`src/rtl/timer_sched_if.sv`:
```
// Request and timer-register bus bundle for timer_sched.
// The master modport is the scheduler's view; slave is the requester/timer side.
interface timer_sched_if #(
  parameter int AW = 9,
  parameter int N  = 4
);
  localparam int IW = (N > 1) ? $clog2(N) : 1;

  logic          req_valid_i;
  logic          req_ready_o;
  logic [IW-1:0] req_id_i;
  logic [63:0]   req_deadline_i;
  logic          reg_we_o;
  logic          reg_re_o;
  logic [AW-1:0] reg_addr_o;
  logic [31:0]   reg_wdata_o;
  logic [3:0]    reg_be_o;
  logic          reg_error_i;

  modport master (
    input  req_valid_i, req_id_i, req_deadline_i, reg_error_i,
    output req_ready_o, reg_we_o, reg_re_o, reg_addr_o, reg_wdata_o, reg_be_o
  );

  modport slave (
    output req_valid_i, req_id_i, req_deadline_i, reg_error_i,
    input  req_ready_o, reg_we_o, reg_re_o, reg_addr_o, reg_wdata_o, reg_be_o
  );
endinterface

```
`src/rtl/timer_sched.sv`:
```
// Deadline scheduler: keeps the timer compare register at the earliest pending deadline.
// Optional per-channel cancel input is enabled by defining TIMER_SCHED_CANCEL_EN.
module timer_sched #(
  parameter int          AW        = 9,
  parameter int          N         = 4,
  parameter logic [11:0] PRESCALE  = 12'd0,
  parameter logic [7:0]  STEP      = 8'd1,
  parameter logic [31:0] A_CTRL    = 32'h0000_0004,
  parameter logic [31:0] A_INTR_EN = 32'h0000_0100,
  parameter logic [31:0] A_CFG0    = 32'h0000_010C,
  parameter logic [31:0] A_CMP_LO  = 32'h0000_0118,
  parameter logic [31:0] A_CMP_HI  = 32'h0000_011C
) (
  input  logic          clk_i,
  input  logic          rst_i,
  timer_sched_if.master bus,
  input  logic          intr_timer_i,
`ifdef TIMER_SCHED_CANCEL_EN
  input  logic [N-1:0]  cancel_i,
`endif
  output logic [N-1:0]  fire_o,
  output logic [N-1:0]  pending_o,
  output logic          busy_o,
  output logic          err_o
);
  localparam int          IW   = (N > 1) ? $clog2(N) : 1;
  localparam logic [63:0] ALL1 = 64'hFFFF_FFFF_FFFF_FFFF;

  typedef enum logic [2:0] {
    S_INIT0, S_INIT1, S_INIT2, S_IDLE, S_SEL, S_WR_HI_MAX, S_WR_LO, S_WR_HI
  } state_t;

  state_t        r_state;
  logic          r_init_arm;
  logic [N-1:0]  r_pending;
  logic [63:0]   r_deadline [N];
  logic          r_dirty;
  logic [63:0]   r_target;
  logic          r_err;
  logic [N-1:0]  r_fire;
  logic          r_busy;
  logic          r_ready;
  logic          r_we;
  logic [AW-1:0] r_addr;
  logic [31:0]   r_wdata;
  logic [3:0]    r_be;

  logic          w_accept;
  logic          w_intr_take;
  logic [N-1:0]  w_req_hit;
  logic [N-1:0]  w_fire_mask;
  logic [N-1:0]  w_cancel;
  logic [63:0]   w_min;

`ifdef TIMER_SCHED_CANCEL_EN
  assign w_cancel = cancel_i;
`else
  assign w_cancel = {N{1'b0}};
`endif

  assign w_accept    = bus.req_valid_i & r_ready;
  assign w_intr_take = (r_state == S_IDLE) && intr_timer_i && (r_target != ALL1);

  // Earliest pending deadline; strict compare keeps the lowest id on ties.
  always_comb begin
    w_min = ALL1;
    for (int i = 0; i < N; i++) begin
      if (r_pending[i] && (r_deadline[i] < w_min)) begin
        w_min = r_deadline[i];
      end else begin
        w_min = w_min;
      end
    end
  end

  // Per-channel request decode and expiry match against the armed target.
  always_comb begin
    w_req_hit   = {N{1'b0}};
    w_fire_mask = {N{1'b0}};
    for (int i = 0; i < N; i++) begin
      w_req_hit[i]   = w_accept && (bus.req_id_i == IW'(i));
      w_fire_mask[i] = w_intr_take && r_pending[i] && (r_deadline[i] <= r_target);
    end
  end

  // Channel storage; a new request on a channel beats its fire or cancel.
  always_ff @(posedge clk_i or posedge rst_i) begin
    if (rst_i) begin
      r_pending <= {N{1'b0}};
      for (int i = 0; i < N; i++) r_deadline[i] <= 64'd0;
    end else begin
      for (int i = 0; i < N; i++) begin
        if (w_req_hit[i]) begin
          r_pending[i]  <= 1'b1;
          r_deadline[i] <= bus.req_deadline_i;
        end else if (w_fire_mask[i] || w_cancel[i]) begin
          r_pending[i] <= 1'b0;
        end
      end
    end
  end

  // Control FSM; register-bus outputs are launched for the state being entered.
  always_ff @(posedge clk_i or posedge rst_i) begin
    if (rst_i) begin
      r_state    <= S_INIT0;
      r_init_arm <= 1'b0;
      r_dirty    <= 1'b0;
      r_target   <= ALL1;
      r_err      <= 1'b0;
      r_fire     <= {N{1'b0}};
      r_busy     <= 1'b1;
      r_ready    <= 1'b0;
      r_we       <= 1'b0;
      r_addr     <= {AW{1'b0}};
      r_wdata    <= 32'd0;
      r_be       <= 4'h0;
    end else begin
      r_we    <= 1'b0;
      r_addr  <= {AW{1'b0}};
      r_wdata <= 32'd0;
      r_be    <= 4'h0;
      r_fire  <= w_fire_mask;
      r_busy  <= 1'b1;
      r_ready <= 1'b1;
      r_err   <= r_err | (r_we & bus.reg_error_i);
      r_dirty <= r_dirty | w_accept | (|w_fire_mask) | (|w_cancel);
      case (r_state)
        S_INIT0: begin
          r_ready <= 1'b0;
          r_we    <= 1'b1;
          r_be    <= 4'hF;
          // First cycle out of reset only arms the CFG0 write so it shows in INIT0.
          if (!r_init_arm) begin
            r_init_arm <= 1'b1;
            r_addr     <= AW'(A_CFG0);
            r_wdata    <= {8'h00, STEP, 4'b0000, PRESCALE};
          end else begin
            r_addr  <= AW'(A_INTR_EN);
            r_wdata <= 32'd1;
            r_state <= S_INIT1;
          end
        end
        S_INIT1: begin
          r_ready <= 1'b0;
          r_we    <= 1'b1;
          r_be    <= 4'hF;
          r_addr  <= AW'(A_CTRL);
          r_wdata <= 32'd1;
          r_state <= S_INIT2;
        end
        S_INIT2: begin
          r_busy  <= 1'b0;
          r_state <= S_IDLE;
        end
        S_IDLE: begin
          if (w_intr_take) begin
            r_busy <= 1'b0;
          end else if (r_dirty || w_accept || (|w_cancel)) begin
            r_dirty <= 1'b0;
            r_state <= S_SEL;
          end else begin
            r_busy <= 1'b0;
          end
        end
        S_SEL: begin
          r_target <= w_min;
          r_we     <= 1'b1;
          r_be     <= 4'hF;
          r_addr   <= AW'(A_CMP_HI);
          r_wdata  <= 32'hFFFF_FFFF;
          r_state  <= S_WR_HI_MAX;
        end
        S_WR_HI_MAX: begin
          r_we    <= 1'b1;
          r_be    <= 4'hF;
          r_addr  <= AW'(A_CMP_LO);
          r_wdata <= r_target[31:0];
          r_state <= S_WR_LO;
        end
        S_WR_LO: begin
          r_we    <= 1'b1;
          r_be    <= 4'hF;
          r_addr  <= AW'(A_CMP_HI);
          r_wdata <= r_target[63:32];
          r_state <= S_WR_HI;
        end
        S_WR_HI: begin
          r_busy  <= 1'b0;
          r_state <= S_IDLE;
        end
        default: begin
          r_ready    <= 1'b0;
          r_init_arm <= 1'b0;
          r_state    <= S_INIT0;
        end
      endcase
    end
  end

  assign bus.req_ready_o = r_ready;
  assign bus.reg_we_o    = r_we;
  assign bus.reg_re_o    = 1'b0;
  assign bus.reg_addr_o  = r_addr;
  assign bus.reg_wdata_o = r_wdata;
  assign bus.reg_be_o    = r_be;
  assign fire_o          = r_fire;
  assign pending_o       = r_pending;
  assign busy_o          = r_busy;
  assign err_o           = r_err;
endmodule

```
`src/flat_wrapper.sv`:
```
// flat-port wrapper written by rule: the top's interface ports become plain ports
module timer_sched_flat 
#(
  parameter int          AW        = 9,
  parameter int          N         = 4,
  parameter logic [11:0] PRESCALE  = 12'd0,
  parameter logic [7:0]  STEP      = 8'd1,
  parameter logic [31:0] A_CTRL    = 32'h0000_0004,
  parameter logic [31:0] A_INTR_EN = 32'h0000_0100,
  parameter logic [31:0] A_CFG0    = 32'h0000_010C,
  parameter logic [31:0] A_CMP_LO  = 32'h0000_0118,
  parameter logic [31:0] A_CMP_HI  = 32'h0000_011C
)
  (clk_i, rst_i, intr_timer_i, fire_o, pending_o, busy_o, err_o, bus_req_valid_i, bus_req_id_i, bus_req_deadline_i, bus_reg_error_i, bus_req_ready_o, bus_reg_we_o, bus_reg_re_o, bus_reg_addr_o, bus_reg_wdata_o, bus_reg_be_o);
  timer_sched_if #(.AW(AW), .N(N)) bus_i ();
  input  logic clk_i;
  input  logic rst_i;
  input  logic intr_timer_i;
  output logic [N-1:0] fire_o;
  output logic [N-1:0] pending_o;
  output logic busy_o;
  output logic err_o;
  input wire logic [$bits(bus_i.req_valid_i)-1:0] bus_req_valid_i;
  input wire logic [$bits(bus_i.req_id_i)-1:0] bus_req_id_i;
  input wire logic [$bits(bus_i.req_deadline_i)-1:0] bus_req_deadline_i;
  input wire logic [$bits(bus_i.reg_error_i)-1:0] bus_reg_error_i;
  output wire logic [$bits(bus_i.req_ready_o)-1:0] bus_req_ready_o;
  output wire logic [$bits(bus_i.reg_we_o)-1:0] bus_reg_we_o;
  output wire logic [$bits(bus_i.reg_re_o)-1:0] bus_reg_re_o;
  output wire logic [$bits(bus_i.reg_addr_o)-1:0] bus_reg_addr_o;
  output wire logic [$bits(bus_i.reg_wdata_o)-1:0] bus_reg_wdata_o;
  output wire logic [$bits(bus_i.reg_be_o)-1:0] bus_reg_be_o;
  assign bus_i.req_valid_i = bus_req_valid_i;
  assign bus_i.req_id_i = bus_req_id_i;
  assign bus_i.req_deadline_i = bus_req_deadline_i;
  assign bus_i.reg_error_i = bus_reg_error_i;
  assign bus_req_ready_o = bus_i.req_ready_o;
  assign bus_reg_we_o = bus_i.reg_we_o;
  assign bus_reg_re_o = bus_i.reg_re_o;
  assign bus_reg_addr_o = bus_i.reg_addr_o;
  assign bus_reg_wdata_o = bus_i.reg_wdata_o;
  assign bus_reg_be_o = bus_i.reg_be_o;
  timer_sched #(.AW(AW), .N(N), .PRESCALE(PRESCALE), .STEP(STEP), .A_CTRL(A_CTRL), .A_INTR_EN(A_INTR_EN), .A_CFG0(A_CFG0), .A_CMP_LO(A_CMP_LO), .A_CMP_HI(A_CMP_HI)) u_core (.clk_i(clk_i), .rst_i(rst_i), .bus(bus_i), .intr_timer_i(intr_timer_i), .fire_o(fire_o), .pending_o(pending_o), .busy_o(busy_o), .err_o(err_o));
endmodule
```
`config.mk`:
```
export PLATFORM = sky130hd
export DESIGN_NAME = timer_sched_flat
export DESIGN_NICKNAME = d
export VERILOG_FILES = /design/src/rtl/timer_sched_if.sv /design/src/rtl/timer_sched.sv /design/src/flat_wrapper.sv
export SDC_FILE = /design/constraint.sdc
export NUM_CORES = 2
export LEC_CHECK = 0
export ABC_AREA = 0
export CAP_MARGIN = 40
export CORE_UTILIZATION = 27
export DETAILED_ROUTE_END_ITERATION = 8
export PLACE_DENSITY = 0.45
export REMOVE_ABC_BUFFERS = 1
export SYNTH_ARGS = -nofsm -noshare
export SYNTH_HDL_FRONTEND = slang
export SYNTH_SLANG_ARGS = --single-unit
```
`constraint.sdc`:
```
create_clock -name clk_i -period 15.65 [get_ports clk_i]
set_clock_uncertainty 0.15 [all_clocks]
set_input_delay 3.13 -clock clk_i [delete_from_list [all_inputs] [get_ports clk_i]]
set_output_delay 3.13 -clock clk_i [all_outputs]
set_load 0.1 [all_outputs]
```
# Word level (Yosys, flattened, before mapping)
# Index checks and enable logic that the tools add are counted.
# Widths: inputs -> output; s select.
# classes
magnitude_cmp	8
eq_ne	14
n_mux	29
bitwise_logic	5
reduce_logical	31
# ops
operator	count
$le 64x64->1	4
$mux 64	4
$lt 64x64->1	3
$pmux 32 s5	1
$lt 64x64->1 const B	1
$ne 64x64->1 const B	1
$pmux 9 s4	1
$pmux 3 s7	1
$logic_and 1x1->1	18
$mux 17	1
$mux 1	15
$eq 3x3->1 const B	4
$mux 3	3
$mux 4	2
$reduce_bool 2->1	4
$eq 3x2->1 const B	2
$reduce_or 2->1	3
$reduce_or 5->1	1
$eq 2x2->1 const B	2
$ne 2x2->1 const B	2
$reduce_or 4->1	1
$eq 3x1->1 const B	1
$logic_not 3->1	1
$or 1x1->1	3
other kinds (7)	8
# totals
regBits	382
input_bits	71
out_inout_bits	58
word_cells	107

# Depth between registers and ports, before layout
# depth
word_depth	12
ltp_mapped	44
mapped_depth_nobuf	36

# Worst setup path before layout
# OpenSTA, ideal clock, no wires.
# synth_timing
path_type	register -> register
from	register u_core.r_pending[0], in the netlist u_core.pending_o[0]
to	register u_core.r_target[1]
setup_time_ps	80
t_arrival_ps	9084
required_time_ps	15420
setup_slack_ps	6336
path_stages_with_launch	41
n_path_buf	7
synth_period_minus_slack_ps	9314
path_cell_list	dfrtp_1 inv_1 a41o_1 clkbuf_1 clkbuf_1 nor2_1 ha_1 o21a_1 o21a_1 o311ai_2 o2111ai_1 a211oi_2 nand2_1 buf_4 clkbuf_1 clkbuf_1 nand2_1 o21ai_0 (+5 left out) or2_0 nor2_1 nand3_1 o21ai_2 buf_2 mux2_2 ha_1 nand3_1 or3_1 or3_1 nor3_1 inv_1 a2111oi_0 o31ai_2 o211ai_2 nand3_2 buf_2 o221ai_2
# synth_via
elab_chain_len	11
# synth_rtl
item	line	source
from (decl)	timer_sched.sv:35	logic [N-1:0] r_pending;
from (signal assigned)	timer_sched.sv:89	r_pending <= {N{1'b0}};
$logic_and 1x1->1 (*)	timer_sched.sv:68	if (r_pending[i] && (r_deadline[i] < w_min)) begin
$mux 64 (*)	timer_sched.sv:68	
$lt 64x64->1	timer_sched.sv:68	
$logic_and 1x1->1	timer_sched.sv:68	
$mux 64 (*)	timer_sched.sv:68	
$lt 64x64->1	timer_sched.sv:68	
$logic_and 1x1->1	timer_sched.sv:68	
$mux 64 (*)	timer_sched.sv:68	
$lt 64x64->1	timer_sched.sv:68	
$logic_and 1x1->1	timer_sched.sv:68	
$mux 64 (*)	timer_sched.sv:68	
to (signal assigned)	timer_sched.sv:167	r_target <= w_min;
to (decl)	timer_sched.sv:38	logic [63:0] r_target;
# Mark *: on every way between the ends. The rest lies on a longest branch, timed or not.
# A chain may end at the register's enable or synchronous reset.

# Worst setup path after layout
# layout_timing
from	register u_core.r_deadline[248] (netlist name)
to	register u_core.r_target[4]
# layout_via
elab_chain_len	12
# layout_rtl
item	line	source
from (decl)	timer_sched.sv:36	logic [63:0] r_deadline [N];
from (signal, indexed assignment)	timer_sched.sv:95	r_deadline[i] <= bus.req_deadline_i;
$lt 64x64->1	timer_sched.sv:68	
$logic_and 1x1->1	timer_sched.sv:68	
$mux 64 (*)	timer_sched.sv:68	
$lt 64x64->1	timer_sched.sv:68	
$logic_and 1x1->1	timer_sched.sv:68	
$mux 64 (*)	timer_sched.sv:68	
$lt 64x64->1	timer_sched.sv:68	
$logic_and 1x1->1	timer_sched.sv:68	
$mux 64 (*)	timer_sched.sv:68	
$lt 64x64->1	timer_sched.sv:68	
$logic_and 1x1->1	timer_sched.sv:68	
$mux 64 (*)	timer_sched.sv:68	
# Marked as above.

==> impl_results.html <==
<table>
<tr><th>Metric</th><th>Value</th></tr>
<tr><th colspan="2">Run status</th></tr>
<tr><td>Result of the run</td><td>complete, no violations</td></tr>
<tr><th colspan="2">Timing</th></tr>
<tr><td>RSZ-0062 raised after global routing</td><td>false</td></tr>
<tr><td>Final Hold Fails</td><td>0</td></tr>
<tr><td>Tightest slew margin relative to the limit</td><td>25.3%</td></tr>
<tr><td>Setup TNS</td><td>0 ns</td></tr>
<tr><td>Final Max Slew Viols</td><td>0</td></tr>
<tr><td>Final cycle utilization of the critical path</td><td>81.0%</td></tr>
<tr><td>Count of final setup violators</td><td>0</td></tr>
<tr><td>F_max</td><td>78.9 MHz</td></tr>
<tr><td>Final critical-path required period</td><td>12.68 ns</td></tr>
<tr><td>Pin slew with the least headroom to its limit</td><td>1.12 ns</td></tr>
<tr><th colspan="2">Yosys</th></tr>
<tr><td>Sequential share of the synthesized area</td><td>34.7%</td></tr>
<tr><td>Primary flip-flop cell chosen by synthesis mapping</td><td>sky130_fd_sc_hd__dfrtp_1</td></tr>
<tr><td>Share of synthesized registers carrying an async set or reset</td><td>100%</td></tr>
<tr><td>Number of synthesized flops with an enable pin</td><td>0</td></tr>
<tr><td>Number of warning messages in the yosys log</td><td>0</td></tr>
<tr><td>Count of state elements after synthesis</td><td>373</td></tr>
<tr><td>Yosys top cell area share</td><td>28.4%</td></tr>
<tr><td>Mapped cell area</td><td>27100 µm²</td></tr>
<tr><td>Commonest cells post-synth</td><td>442 x sky130_fd_sc_hd__ha_1, 317 x sky130_fd_sc_hd__mux2_2, 308 x sky130_fd_sc_hd__dfrtp_1</td></tr>
<tr><td>Average footprint of a synthesized cell</td><td>10.2 µm²</td></tr>
<tr><td>Netlist cell types</td><td>75</td></tr>
<tr><td>Cell types occupying the most area after synthesis</td><td>sky130_fd_sc_hd__dfrtp_1 28%, sky130_fd_sc_hd__ha_1 20%, sky130_fd_sc_hd__mux2_2 13%, sky130_fd_sc_hd__dfstp_2 6.3%, sky130_fd_sc_hd__o221ai_2 3.4%</td></tr>
<tr><td>Largest area contributor in the netlist</td><td>sky130_fd_sc_hd__dfrtp_1</td></tr>
<tr><td>Most common cell in the netlist</td><td>sky130_fd_sc_hd__ha_1</td></tr>
<tr><td>Gate Count Post-Synth</td><td>2652</td></tr>
<tr><th colspan="2">Floorplanning</th></tr>
<tr><td>Die Span X</td><td>319 µm</td></tr>
<tr><td>Initial cell density of the core</td><td>27.4%</td></tr>
<tr><td>Floorplan die area</td><td>102000 µm²</td></tr>
<tr><td>Core footprint</td><td>98900 µm²</td></tr>
<tr><td>I/O pin count</td><td>129</td></tr>
<tr><td>Cell Rows</td><td>115</td></tr>
<tr><td>Die extent in y</td><td>319 µm</td></tr>
<tr><th colspan="2">Detailed routing</th></tr>
<tr><td>Number of iterations in the first detailed-routing pass</td><td>6</td></tr>
<tr><td>Routed vias</td><td>21.7k</td></tr>
<tr><td>Via-per-instance ratio</td><td>5.26</td></tr>
<tr><td>Drc violations</td><td>0</td></tr>
<tr><td>Detailed Route Iter0 Violations</td><td>1983</td></tr>
<tr><td>Routed WL per cell</td><td>25.4 µm</td></tr>
<tr><td>Wire length after detailed routing</td><td>105 mm</td></tr>
<tr><td>Count of antenna-violating nets left after detailed routing</td><td>0</td></tr>
<tr><th colspan="2">CTS</th></tr>
<tr><td>Post-CTS Resized</td><td>0</td></tr>
<tr><td>Number of buffers added by the clock tree synthesis step</td><td>47</td></tr>
<tr><td>Clk sink count</td><td>373</td></tr>
<tr><td>Buffer depth of the longest clock path</td><td>3</td></tr>
<tr><td>Number of buffers inserted by hold repair at cts</td><td>0</td></tr>
<tr><td>Number of buffers inserted by post-CTS setup repair</td><td>0</td></tr>
<tr><td>Clock tree from TritonCTS</td><td>done</td></tr>
<tr><td>Post-CTS clock slew at the launch and capture registers of the worst setup and hold paths</td><td>0.06 ns</td></tr>
<tr><td>Clock tree root buffer cell</td><td>sky130_fd_sc_hd__clkbuf_16</td></tr>
<tr><td>Later-pin clock latency in the skew report</td><td>0.60 ns</td></tr>
<tr><td>CTS H-Tree Depth</td><td>2</td></tr>
<tr><th colspan="2">Worst setup path</th></tr>
<tr><td>Type of destination of the critical path</td><td>flip-flop</td></tr>
<tr><td>Worst endpoint data arrival time</td><td>13.03 ns</td></tr>
<tr><td>Required time reported for the critical path endpoint</td><td>16.00 ns</td></tr>
<tr><td>Nature of the critical path startpoint</td><td>flip-flop</td></tr>
<tr><td>Crit-path max FO</td><td>81</td></tr>
<tr><td>Worst Setup Path Type</td><td>reg -&gt; reg</td></tr>
<tr><td>Slowest library cell on the worst path</td><td>sky130_fd_sc_hd__nor4_1</td></tr>
<tr><td>Max stage delay on crit path</td><td>0.72 ns</td></tr>
<tr><th colspan="2">Layout</th></tr>
<tr><td>Area growth, synth to finish</td><td>19.1%</td></tr>
<tr><td>Fraction of final layout cells sized beyond drive strength 1</td><td>22.3%</td></tr>
<tr><td>Number of filler cells placed in the layout</td><td>9988</td></tr>
<tr><td>Count of nets after finishing</td><td>3324</td></tr>
<tr><th colspan="2">Hold path</th></tr>
<tr><td>Class of the worst hold path</td><td>reg -&gt; reg</td></tr>
<tr><th colspan="2">Job</th></tr>
<tr><td>Number of violations of the max-capacitance limit</td><td>0</td></tr>
<tr><th colspan="2">Global route</th></tr>
<tr><td>Overall Global Routing Usage</td><td>20.6%</td></tr>
<tr><td>Number of global-route vias before repair</td><td>22.3k</td></tr>
<tr><td>Total global routing overflow</td><td>0</td></tr>
<tr><td>Wire length of the first global-routing pass</td><td>156 mm</td></tr>
<tr><td>Initial antenna violation count</td><td>11</td></tr>
<tr><td>Largest net degree at the start of global routing</td><td>145</td></tr>
<tr><th colspan="2">Placement</th></tr>
<tr><td>Count of input and output buffers</td><td>122</td></tr>
<tr><td>Global placer's final weighted congestion</td><td>0.914</td></tr>
<tr><td>Estimated wirelength of the detail-placed design</td><td>83.0 mm</td></tr>
</table>
-- registers in the layout, indices dropped and copies added (netlist names) --
| register | flops |
|---|---|
| u_core.r_dirty | 1 |
| u_core.r_target | 64 |
| u_core.r_state | 3 |
| u_core.r_init_arm | 1 |
| u_core.bus.reg_be_o | 1 |
| u_core.pending_o | 4 |
| u_core.bus.req_ready_o | 1 |
| u_core.bus.reg_wdata_o | 32 |
| u_core.busy_o | 1 |
| u_core.fire_o | 4 |
| u_core.err_o | 1 |
| u_core.bus.reg_addr_o | 4 |
| u_core.r_deadline | 256 |
-- cells by family (layout without fill, tap and decap cells) --
family / Yosys count / in the layout / synth area share (%)
AO/OA/AOI/OAI: 603 / 603 / 16.1
adder cells (fa/ha/maj): 442 / 442 / 20.4
AND/OR/NAND/NOR: 602 / 602 / 10.7
multiplexers: 319 / 319 / 13.3
flip-flops: 373 / 373 / 34.7
buffers and inverters: 312 / 503 / 4.71
other: 1 / 7 / 0.0138
-- cell usage in the layout (no fill, tap or decap), types with 22 or more instances in the layout --
| master | Yosys | final |
|---|---|---|
| sky130_fd_sc_hd__o21a_1 | 50 | 50 |
| sky130_fd_sc_hd__buf_8 | 0 | 46 |
| sky130_fd_sc_hd__nand4_1 | 123 | 123 |
| sky130_fd_sc_hd__buf_4 | 12 | 24 |
| sky130_fd_sc_hd__mux2_2 | 317 | 317 |
| sky130_fd_sc_hd__nor2b_1 | 22 | 22 |
| sky130_fd_sc_hd__clkdlybuf4s50_1 | 0 | 122 |
| sky130_fd_sc_hd__dfstp_2 | 65 | 65 |
| sky130_fd_sc_hd__a21o_1 | 110 | 110 |
| sky130_fd_sc_hd__ha_1 | 442 | 442 |
| sky130_fd_sc_hd__a21oi_1 | 152 | 152 |
| sky130_fd_sc_hd__a211oi_1 | 24 | 24 |
| sky130_fd_sc_hd__nand2_1 | 192 | 188 |
| sky130_fd_sc_hd__nand3_1 | 32 | 32 |
| sky130_fd_sc_hd__clkbuf_16 | 0 | 49 |
| sky130_fd_sc_hd__nor2_1 | 154 | 154 |
| sky130_fd_sc_hd__dfrtp_1 | 308 | 307 |
| sky130_fd_sc_hd__o221ai_2 | 61 | 61 |
| sky130_fd_sc_hd__o21ai_0 | 135 | 135 |
| sky130_fd_sc_hd__inv_1 | 210 | 209 |
-- layout make-up --
class | instances | area (µm²) | share of cell area, %
Inverter | 210 | 796 | 2.47
Antenna cell | 1 | 2.50 | 0.00775
Multi-Input combinational cell | 1972 | 16500 | 51.1
Tap cell | 1287 | 1610 | 4.99
Clock inverter | 28 | 288 | 0.892
Clock buffer | 58 | 1280 | 3.97
Sequential cell | 373 | 9420 | 29.2
Timing Repair Buffer | 207 | 2400 | 7.43
-- critical path, delay by kind of cell (launching register included) --
family	cells	cell delay (ns)
and+or+nand+nor	13	4.75
adders and majority gates	3	1.00
muxes	1	0.35
AOI/OAI and AO/OA	15	3.84
buffers and inverters	6	1.85
DFF	1	0.48
-- metal layers --
metal	routed length, µm	GRT usage, %	vias up
met5	68	0	-
met1	48100	28.8	10800
met3	6720	3.25	138
met4	2670	5.32	10
met2	47500	33.0	645
li1	-	-	10100
-- final timing paths --
check,cells past startpoint,startpoint,to,slack [ns]
worst max-delay path,38,u_core.r_deadline[248],u_core.r_target[4],2.97
worst min-delay path,1,u_core.err_o,u_core.err_o,0.30
worst max register to register,38,u_core.r_deadline[248],u_core.r_target[4],2.97
worst min register to register,1,u_core.err_o,u_core.err_o,0.30
max in group asynchronous,5,rst_i,u_core.r_deadline[140],10.40
min in group asynchronous,2,rst_i,u_core.r_deadline[71],2.88
-- stage by stage --
step | setup WS, ns | utilization, % | instance area (µm²) | std cells | hold slack [ns]
after detailed placement | 3.00 | 31.1 | 30700 | 4049 | 0.302
after global routing | 2.11 | 32.7 | 32300 | 4135 | 0.334
after floorplan | 1.64 | - | 26600 | 2555 | 0.345
after global placement | 2.02 | 30.1 | 29700 | 3988 | 0.312
after CTS | 2.95 | 32.7 | 32300 | 4135 | 0.316
final | 2.97 | 32.7 | 32300 | 4136 | 0.305
Power is not shown: default switching activity piles up to over one toggle a cycle in this logic, so the estimate is an artifact.
